File: config.mk
export PLATFORM = sky130hd
export DESIGN_NAME = mul_share_arbiter_flat
export DESIGN_NICKNAME = d
export VERILOG_FILES = /design/src/rtl/cv32e40p_pkg.sv /design/src/rtl/mul_share_arbiter_pkg.sv /design/src/rtl/mul_share_arbiter_if.sv /design/src/rtl/mul_share_arbiter_rr.sv /design/src/rtl/mul_share_arbiter.sv /design/src/flat_wrapper.sv
export SDC_FILE = /design/constraint.sdc
export NUM_CORES = 1
export LEC_CHECK = 0
export ABC_AREA = 0
export BUFFER_PORTS_ARGS = -buffer_cell sky130_fd_sc_hd__buf_2
export CAP_MARGIN = 20
export CORE_AREA = 8 8 143 145
export CTS_BUF_LIST = sky130_fd_sc_hd__clkbuf_8
export CTS_CLUSTER_DIAMETER = 150
export CTS_CLUSTER_SIZE = 40
export DETAILED_ROUTE_END_ITERATION = 8
export DIE_AREA = 0 0 151 153
export PLACE_DENSITY = 0.75
export SYNTH_ARGS = -nofsm -noshare
export SYNTH_HDL_FRONTEND = slang
export SYNTH_SLANG_ARGS = --single-unit
export TNS_END_PERCENT = 20
File: constraint.sdc
create_clock -name clk -period 2.17 [get_ports clk]
set_input_delay 0.3255 -clock clk [delete_from_list [all_inputs] [get_ports clk]]
set_output_delay 0.3255 -clock clk [all_outputs]
set_load 0.02 [all_outputs]
File: src/rtl/cv32e40p_pkg.sv
// rtl/cv32e40p_pkg.sv - multiplier opcode subset of the cv32e40p core package
package cv32e40p_pkg;

   typedef enum logic [2:0] {
      MUL_MAC32 = 3'b000,
      MUL_MSU32 = 3'b001,
      MUL_I     = 3'b010,
      MUL_IR    = 3'b011,
      MUL_DOT8  = 3'b100,
      MUL_DOT16 = 3'b101,
      MUL_H     = 3'b110
   } mul_opcode_e;

endpackage

File: src/rtl/mul_share_arbiter_pkg.sv
// rtl/mul_share_arbiter_pkg.sv - types and defaults for the shared multiplier arbiter
package mul_arb_pkg;

   localparam int unsigned MUL_ARB_NUM_REQ = 2;
   localparam int unsigned MUL_ARB_TIMEOUT = 16;

   typedef enum logic [1:0] {
      IDLE = 2'd0,
      EXEC = 2'd1,
      RESP = 2'd2
   } mul_arb_state_e;

   typedef struct packed {
      cv32e40p_pkg::mul_opcode_e op;
      logic [1:0]                short_signed;
      logic [31:0]               a;
      logic [31:0]               b;
      logic [31:0]               c;
   } mul_req_t;

endpackage

File: src/rtl/mul_share_arbiter_if.sv
// rtl/mul_share_arbiter_if.sv - bus between the arbiter and the cv32e40p multiplier
interface mul_share_arbiter_if;
   import cv32e40p_pkg::*;

   logic        enable;
   mul_opcode_e operator;
   logic [1:0]  short_signed;
   logic [31:0] op_a;
   logic [31:0] op_b;
   logic [31:0] op_c;
   logic        ex_ready;
   logic [31:0] result;
   logic        ready;
   logic        multicycle;

   modport master (
      output enable, operator, short_signed, op_a, op_b, op_c, ex_ready,
      input  result, ready, multicycle
   );

   modport slave (
      input  enable, operator, short_signed, op_a, op_b, op_c, ex_ready,
      output result, ready, multicycle
   );

endinterface

File: src/rtl/mul_share_arbiter_rr.sv
// rtl/mul_share_arbiter_rr.sv - combinational round-robin one-hot grant
module mul_rr_arbiter #(
   parameter int unsigned NUM_REQ = 2,
   localparam int unsigned PW = $clog2(NUM_REQ)
) (
   input  logic [NUM_REQ-1:0] valid_i,
   input  logic [PW-1:0]      rr_ptr_i,
   output logic [NUM_REQ-1:0] grant_o,
   output logic [PW-1:0]      grant_idx_o
);

   always_comb begin
      logic          found;
      logic [PW-1:0] idx;
      grant_o     = '0;
      grant_idx_o = '0;
      found       = 1'b0;
      idx         = '0;
      // Scan starting at the pointer so the last owner has lowest priority.
      for (int unsigned i = 0; i < NUM_REQ; i++) begin
         idx = PW'((32'(rr_ptr_i) + i) % NUM_REQ);
         if (!found && valid_i[idx]) begin
            found        = 1'b1;
            grant_o[idx] = 1'b1;
            grant_idx_o  = idx;
         end
      end
   end

endmodule

File: src/rtl/mul_share_arbiter.sv
// rtl/mul_share_arbiter.sv - shares one cv32e40p multiplier among NUM_REQ requesters
module mul_share_arbiter
   import mul_arb_pkg::*;
#(
   parameter int unsigned NUM_REQ = MUL_ARB_NUM_REQ,
   parameter int unsigned TIMEOUT = MUL_ARB_TIMEOUT
) (
   input  logic                     clk,
   input  logic                     rst_n,
   input  logic [NUM_REQ-1:0]       req_valid_i,
   output logic [NUM_REQ-1:0]       req_ready_o,
   input  logic [NUM_REQ-1:0][2:0]  req_op_i,
   input  logic [NUM_REQ-1:0][1:0]  req_short_signed_i,
   input  logic [NUM_REQ-1:0][31:0] req_op_a_i,
   input  logic [NUM_REQ-1:0][31:0] req_op_b_i,
   input  logic [NUM_REQ-1:0][31:0] req_op_c_i,
   output logic [NUM_REQ-1:0]       rsp_valid_o,
   input  logic [NUM_REQ-1:0]       rsp_ready_i,
   output logic [31:0]              rsp_result_o,
   output logic                     rsp_err_o,
   mul_share_arbiter_if.master      mul
);

   localparam int unsigned PW = $clog2(NUM_REQ);
   localparam int unsigned WW = $clog2(TIMEOUT);

   mul_arb_state_e state_q, state_d;
   logic [PW-1:0]  rr_ptr_q, rr_ptr_d;
   logic [PW-1:0]  owner_q, owner_d;
   mul_req_t       req_q, req_d;
   logic [31:0]    result_q, result_d;
   logic           err_q, err_d;
   logic [WW-1:0]  wd_cnt_q, wd_cnt_d;

   logic [NUM_REQ-1:0] grant;
   logic [PW-1:0]      grant_idx;

   mul_rr_arbiter #(.NUM_REQ(NUM_REQ)) u_rr (
      .valid_i     (req_valid_i),
      .rr_ptr_i    (rr_ptr_q),
      .grant_o     (grant),
      .grant_idx_o (grant_idx)
   );

   always_ff @(posedge clk or negedge rst_n) begin
      if (!rst_n) begin
         state_q  <= IDLE;
         rr_ptr_q <= '0;
         owner_q  <= '0;
         req_q    <= '0;
         result_q <= '0;
         err_q    <= 1'b0;
         wd_cnt_q <= '0;
      end else begin
         state_q  <= state_d;
         rr_ptr_q <= rr_ptr_d;
         owner_q  <= owner_d;
         req_q    <= req_d;
         result_q <= result_d;
         err_q    <= err_d;
         wd_cnt_q <= wd_cnt_d;
      end
   end

   always_comb begin
      state_d  = state_q;
      rr_ptr_d = rr_ptr_q;
      owner_d  = owner_q;
      req_d    = req_q;
      result_d = result_q;
      err_d    = err_q;
      wd_cnt_d = wd_cnt_q;
      case (state_q)
         IDLE: begin
            if (|req_valid_i) begin
               owner_d            = grant_idx;
               req_d.op           = cv32e40p_pkg::mul_opcode_e'(req_op_i[grant_idx]);
               req_d.short_signed = req_short_signed_i[grant_idx];
               req_d.a            = req_op_a_i[grant_idx];
               req_d.b            = req_op_b_i[grant_idx];
               req_d.c            = req_op_c_i[grant_idx];
               wd_cnt_d           = '0;
               state_d            = EXEC;
            end
         end
         EXEC: begin
            // A late ready on the watchdog's last cycle still completes normally.
            if (mul.ready) begin
               result_d = mul.result;
               err_d    = 1'b0;
               state_d  = RESP;
            end else if (wd_cnt_q == WW'(TIMEOUT - 1)) begin
               result_d = '0;
               err_d    = 1'b1;
               state_d  = RESP;
            end else begin
               wd_cnt_d = wd_cnt_q + WW'(1);
            end
         end
         RESP: begin
            if (rsp_ready_i[owner_q]) begin
               rr_ptr_d = (owner_q == PW'(NUM_REQ - 1)) ? '0 : owner_q + PW'(1);
               state_d  = IDLE;
            end
         end
         default: state_d = IDLE;
      endcase
   end

   always_comb begin
      req_ready_o      = '0;
      rsp_valid_o      = '0;
      rsp_result_o     = '0;
      rsp_err_o        = 1'b0;
      mul.enable       = 1'b0;
      mul.ex_ready     = 1'b0;
      mul.operator     = cv32e40p_pkg::MUL_MAC32;
      mul.short_signed = '0;
      mul.op_a         = '0;
      mul.op_b         = '0;
      mul.op_c         = '0;
      case (state_q)
         IDLE: req_ready_o = grant;
         EXEC: begin
            mul.enable       = 1'b1;
            mul.ex_ready     = 1'b1;
            mul.operator     = req_q.op;
            mul.short_signed = req_q.short_signed;
            mul.op_a         = req_q.a;
            mul.op_b         = req_q.b;
            mul.op_c         = req_q.c;
         end
         RESP: begin
            rsp_valid_o  = NUM_REQ'(1) << owner_q;
            rsp_result_o = result_q;
            rsp_err_o    = err_q;
         end
         default: ;
      endcase
   end

endmodule

File: src/flat_wrapper.sv
// flat-port wrapper written by rule: the top's interface ports become plain ports
module mul_share_arbiter_flat import mul_arb_pkg::*;
#(
   parameter int unsigned NUM_REQ = MUL_ARB_NUM_REQ,
   parameter int unsigned TIMEOUT = MUL_ARB_TIMEOUT
)
  (clk, rst_n, req_valid_i, req_ready_o, req_op_i, req_short_signed_i, req_op_a_i, req_op_b_i, req_op_c_i, rsp_valid_o, rsp_ready_i, rsp_result_o, rsp_err_o, mul_enable, mul_operator, mul_short_signed, mul_op_a, mul_op_b, mul_op_c, mul_ex_ready, mul_result, mul_ready, mul_multicycle);
  mul_share_arbiter_if mul_i ();
  input  logic clk;
  input  logic rst_n;
  input  logic [NUM_REQ-1:0] req_valid_i;
  output logic [NUM_REQ-1:0] req_ready_o;
  input  logic [NUM_REQ-1:0][2:0] req_op_i;
  input  logic [NUM_REQ-1:0][1:0] req_short_signed_i;
  input  logic [NUM_REQ-1:0][31:0] req_op_a_i;
  input  logic [NUM_REQ-1:0][31:0] req_op_b_i;
  input  logic [NUM_REQ-1:0][31:0] req_op_c_i;
  output logic [NUM_REQ-1:0] rsp_valid_o;
  input  logic [NUM_REQ-1:0] rsp_ready_i;
  output logic [31:0] rsp_result_o;
  output logic rsp_err_o;
  output wire logic [$bits(mul_i.enable)-1:0] mul_enable;
  output wire logic [$bits(mul_i.operator)-1:0] mul_operator;
  output wire logic [$bits(mul_i.short_signed)-1:0] mul_short_signed;
  output wire logic [$bits(mul_i.op_a)-1:0] mul_op_a;
  output wire logic [$bits(mul_i.op_b)-1:0] mul_op_b;
  output wire logic [$bits(mul_i.op_c)-1:0] mul_op_c;
  output wire logic [$bits(mul_i.ex_ready)-1:0] mul_ex_ready;
  input wire logic [$bits(mul_i.result)-1:0] mul_result;
  input wire logic [$bits(mul_i.ready)-1:0] mul_ready;
  input wire logic [$bits(mul_i.multicycle)-1:0] mul_multicycle;
  assign mul_enable = mul_i.enable;
  assign mul_operator = mul_i.operator;
  assign mul_short_signed = mul_i.short_signed;
  assign mul_op_a = mul_i.op_a;
  assign mul_op_b = mul_i.op_b;
  assign mul_op_c = mul_i.op_c;
  assign mul_ex_ready = mul_i.ex_ready;
  assign mul_i.result = mul_result;
  assign mul_i.ready = mul_ready;
  assign mul_i.multicycle = mul_multicycle;
  mul_share_arbiter #(.NUM_REQ(NUM_REQ), .TIMEOUT(TIMEOUT)) u_core (.clk(clk), .rst_n(rst_n), .req_valid_i(req_valid_i), .req_ready_o(req_ready_o), .req_op_i(req_op_i), .req_short_signed_i(req_short_signed_i), .req_op_a_i(req_op_a_i), .req_op_b_i(req_op_b_i), .req_op_c_i(req_op_c_i), .rsp_valid_o(rsp_valid_o), .rsp_ready_i(rsp_ready_i), .rsp_result_o(rsp_result_o), .rsp_err_o(rsp_err_o), .mul(mul_i));
endmodule
# Word-level counts from Yosys, hierarchy flattened

Cells that the tools add are included.

Bits in registers: 142
Output and inout bits: 140

$add $sub $neg: 3
Order comparisons: 6
Equal/unequal tests: 8
Shift operators: 1
Mux-type cells: 49
Bitwise gates (word level): 1
Reductions and logical operators: 13

Operators by type and width:

| cell                                                   | count |
|---|---|
| 2-to-1 mux 32 bit                                      | 12 |
| 2-to-1 mux 2 bit                                       | 11 |
| 2-to-1 mux 1 bit                                       | 16 |
| 2-to-1 mux 4 bit                                       | 3 |
| 2-to-1 mux 3 bit                                       | 3 |
| < comparator 1 x 2 -> 1 bit (second input constant)    | 4 |
| one-hot mux 4 bit (2 select lines)                     | 1 |
| one-hot mux 2 bit (3 select lines)                     | 1 |
| AND reduction 2 bit                                    | 3 |
| adder 4 x 1 -> 4 bit (second input constant)           | 1 |
| equality test 4 bit (second input constant)            | 1 |
| inequality test 2 x 1 -> 1 bit (second input constant) | 2 |
| inequality test 2 bit (second input constant)          | 2 |
| AND reduction 4 bit                                    | 1 |
| nonzero test 2 bit                                     | 2 |
| logical AND 1 bit                                      | 3 |
| inequality test 3 x 2 -> 1 bit (second input constant) | 1 |
| AND reduction 3 bit                                    | 1 |
| adder 1 bit (second input constant)                    | 2 |
| demux 1 bit (select 1 bit)                             | 2 |
| equality test 2 x 1 -> 1 bit (second input constant)   | 1 |
| equality test 2 bit (second input constant)            | 1 |
| >= comparator 1 bit (second input constant)            | 2 |
| zero test 2 bit                                        | 1 |
| 4 further kinds                                        | 4 |

# Longest topological paths before layout

Depth after elaboration: 8
Gate-level depth with buffers: 6
Gate-level depth less buffers: 4

# Cells and area by module

Synthesis repeated with hierarchy kept, for this count alone.

Cell total of the unflattened synthesis: 725
Area total of the unflattened synthesis: 7384.6 sq um

By module, submodules not included:

| module            | times used | cells each | area an instance (sq um) | sequential area each (sq um) |
|---|---|---|---|---|
| mul_share_arbiter | 1          | 721        | 7354.6                   | 3553.4 |
| mul_rr_arbiter    | 1          | 4          | 30.0                     | 0.0 |

# Least setup slack after synthesis

No wires, ideal clock.

Path type: reg-to-output
Start: register u_core.state_q[1]
End: output mul_op_c[23]
Arrival time: 1319 ps
Required time: 1845 ps
Slack: 525 ps
Stages on the path, launching flop included: 5
Cells stage by stage: dfrtp_1 -> nor2b_1 -> buf_6 -> clkbuf_1 -> and2_1

Cells in the longest elaborated chain, start to end: 2

RTL lines:

| what                         | line                     | source |
|---|---|---|
| start: declaration           | mul_share_arbiter.sv:27  | `mul_arb_state_e state_q, state_d;` |
| start signal: assignment     | mul_share_arbiter.sv:55  | `state_q <= state_d;` |
| equality test 2 x 1 -> 1 bit | mul_share_arbiter.sv:122 | `case (state_q)` |
| 2-to-1 mux 32 bit            | mul_share_arbiter.sv:122 |  |
| end: declaration             | flat_wrapper.sv:27       | `output wire logic [$bits(mul_i.op_c)-1:0] mul_op_c;` |

No other way between the ends.

# Worst setup path after layout

Start: register u_core.state_q[1]
End: output mul_op_c[2]

Same word-level chain as after synthesis.

==> summary.md <==
| Metric | Value |
|---|---|
| Mapped Cells | 860 |
| Tightest Hold Check Type | primary input to flip-flop |
| Leak | 4.988 nW |
| Post-synth ARST share | 1.000 |
| Status | complete, no violations |
| Comb pwr share | 0.542 |
| Final setup fails | 0 |
| Crit share post-route | 0.9521 |
| CTS Buffer Depth | 2 |
| DP Wirelength | 19760 µm |
| Int Power | 8.045 mW |
| Largest net degree at the start of global routing | 72 |
| Chip Height | 153 µm |
| Fin crit period | 2.066 ns |
| Worst Clk Skew | 0.01252 ns |
| Post-synth EDFFs | 0 |
| Layout fillers | 1659 |
| Pre-Repair DR Iteration Count | 5 |
| Final wirelength | 29240 µm |
| Clk Latency, worst-skew pair | 0.44 ns |
| Place WS | 0.3362 ns |
| I/O pins | 382 |
| Net Sw Frac | 0.4607 |
| Share of layout cells above drive strength 1 | 0.3821 |
| Layout area overhead | 34.45% |
| Initial cell density of the core | 0.4175 |
| Final max-slew violation count | 0 |
| Avg Cell Area, Syn | 8.869 µm² |
| Hold Violations, Final | 0 |
| Core Area | 18270 µm² |
| First-pass GRT wire length | 44020 µm |
| DR WL/cell | 20.27 µm |
| Hold slack | 0.09918 ns |
| Share of power burned in registers | 0.310 |
| Synth warn | 0 |
| Clock share of power | 0.148 |
| Via count | 8213 |
| Post-Layout Cell Count | 1442 |
| Post-synthesis register bit count | 142 |
| Fmax | 0.4840 GHz |
| # nets final | 1434 |
| CP Capture Type | output port |
| H-tree depth | 4 |
| Via density | 5.696 |
| Synth top area share | 0.4659 |
| Startpoint Class | flip-flop |
| Final Wtd Congestion | 0.7871 |
| CTS Sinks | 142 |
| Worst Max-Slew Pin Slew | 0.6946 ns |
| Max-slew headroom | 0.5369 |
| Number of global-route vias before repair | 8096 |
| Residual DRC | 0 |
| Max VDD drop | 0.6723 mV |
| Power Density | 1455 nW/µm² |
| Register area share after synthesis | 0.4659 |
| Final worst setup slack | 0.1039 ns |
| Largest fanout on the critical path | 44 |
| Num CTS Buffers | 17 |
| CTS tree | done |
| Root buffer cell | clkbuf_8 |
| Syn Nets | 1103 |
| Max Cap Violations | 0 |
| Initial DRC count | 629 |
| Area leader, netlist | dfrtp_1 |
| Critical path type | flip-flop to output port |
| Switching power | 6.873 mW |
| # rows | 50 |
| GRT overflow | 0 |
| Synth cell types | 34 |
| Die area | 23100 µm² |
| Inst Count DP | 1399 |
| Worst-path clk slew | 0.09 ns |
| Post-DRT Antenna Nets | 0 |
| GRT Total Usage | 0.2380 |
| Die W | 151 µm |
| Synthesized area | 7627 µm² |
| CP required | 1.84 ns |
| Total Neg Setup Slack | 0 ns |
| RSZ-0062 raised after global routing | false |
| Initial antenna violation count | 5 |
| Arrival @ worst endpoint | 1.74 ns |
| Port Buffers | 380 |
| Largest cells by area after synthesis | dfrtp_1 47%, and2_1 11%, a31oi_1 8.3% |
| Predominant post-synthesis flop cell | dfrtp_1 |
-- logic make-up (layout without fill, tap and decap cells) --
family,Yosys count,count (layout),synth area share
buf+inv,104,448,0.06939
simple gates,263,263,0.1982
fa+ha+maj,1,1,0.001640
compound gates,347,347,0.2608
mux,3,3,0.004101
flops,142,142,0.4659
other cells,0,4,0
-- layout by cell type, fill, tap and decap left out, types with 2 or more instances in the layout --
cell	Yosys	layout
a21oi_1	105	105
clkinvlp_4	0	2
and2_1	135	135
or2_1	3	2
nor2_4	0	2
dfrtp_1	142	139
clkbuf_16	0	2
clkinv_4	0	3
inv_6	0	3
nand3_1	101	101
clkbuf_8	0	17
inv_8	0	4
diode_2	0	4
a31oi_1	101	101
buf_6	5	2
buf_2	52	378
clkinv_8	0	2
a22o_1	32	32
buf_12	0	13
nor2_1	6	5
nand2_1	4	4
nor2b_4	0	2
dfrtp_2	0	3
mux2i_1	2	2
o21ai_0	106	106
buf_4	8	17
-- power by group through the flow --
stage | clock, mW | sequential (mW) | combinational [mW]
floorplan | 0 | 4.41 | 5.39
global placement | 0 | 4.59 | 7.68
detailed placement | 0 | 4.65 | 7.80
CTS | 2.26 | 4.62 | 7.83
global route | 2.37 | 4.77 | 8.76
finish | 2.21 | 4.63 | 8.08
-- registers in the layout (all words and copies together), names as in the netlist --
name / count
u_core.result_q: 32
u_core.wd_cnt_q: 4
u_core.state_q: 2
u_core.req_q: 101
u_core.err_q: 1
u_core.rr_ptr_q: 1
u_core.owner_q: 1
-- metrics by stage --
| step | util | total power, mW | cell area [µm²] |
|---|---|---|---|
| after detailed placement | 0.5317 | 12.46 | 9713 |
| after floorplan | - | 9.805 | 7627 |
| after global placement | 0.5302 | 12.27 | 9686 |
| after CTS | 0.5550 | 14.70 | 10140 |
| after global routing | 0.5614 | 15.91 | 10250 |
| final | 0.5614 | 14.92 | 10250 |
-- layout make-up --
| class | instances | area [µm²] | area share |
|---|---|---|---|
| sequential | 142 | 3557 | 0.3469 |
| multi-input combinational | 614 | 3588 | 0.3499 |
| clock inverter | 15 | 175.2 | 0.01708 |
| clock buffer | 17 | 234.0 | 0.02282 |
| timing repair buffer | 414 | 2390 | 0.2330 |
| inverter | 2 | 7.507 | 0.0007321 |
| tap | 234 | 292.8 | 0.02855 |
| antenna | 4 | 10.01 | 0.0009761 |
-- worst max-delay path, cell delays in order (launching register included) --
cell and delay, ns:
dfrtp_2 0.46, nor2b_4 0.14, buf_12 0.14, buf_12 0.19
and2_1 0.16, buf_2 0.18
-- per-layer routing --
metal | up-vias | wire (µm) | share of wire | global-route usage
li1 | 3774 | - | - | -
met1 | 3855 | 11080 | 0.38 | 0.2907
met2 | 501 | 14070 | 0.48 | 0.3783
met3 | 81 | 2928 | 0.10 | 0.06495
met4 | 2 | 1139 | 0.039 | 0.1169
met5 | - | 13 | 0.00044 | 0
-- synth_stat cells, types with 2 or more instances --
library cell	number
dfrtp_1	142
and2_1	135
o21ai_0	106
a21oi_1	105
a31oi_1	101
nand3_1	101
buf_2	52
a22o_1	32
clkbuf_1	31
buf_4	8
nor2_1	6
buf_6	5
clkbuf_2	5
nand2_1	4
nor2b_1	4
or2_1	3
mux2i_1	2
nand2b_1	2
-- worst paths after layout --
check | endpoint | depth (start not counted) | slack [ns] | from
worst max-delay path | mul_op_c[2] | 5 | 0.10 | u_core.state_q[1]
max in group asynchronous | u_core.result_q[2] | 3 | 1.10 | rst_n
worst min register to register | u_core.result_q[21] | 1 | 0.50 | u_core.result_q[21]
min in group asynchronous | u_core.req_q[28] | 2 | 0.41 | rst_n
worst min-delay path | u_core.result_q[25] | 2 | 0.1 | mul_result[25]
worst max register to register | u_core.req_q[20] | 5 | 0.26 | u_core.state_q[1]
-- repair_timing --
| action | 4_1_cts | 5_1_grt |
|---|---|---|
| gates cloned | 0 | 2 |
| hold buffers | 1 | 0 |
| pin swaps | 0 | 0 |
| setup buffers | 0 | 4 |
| resized for setup | 3 | 4 |
| hold endpoints to repair | 47 | 0 |
| setup endpoints to repair | 66 | 38 |
(Power assumes the default switching activity.)
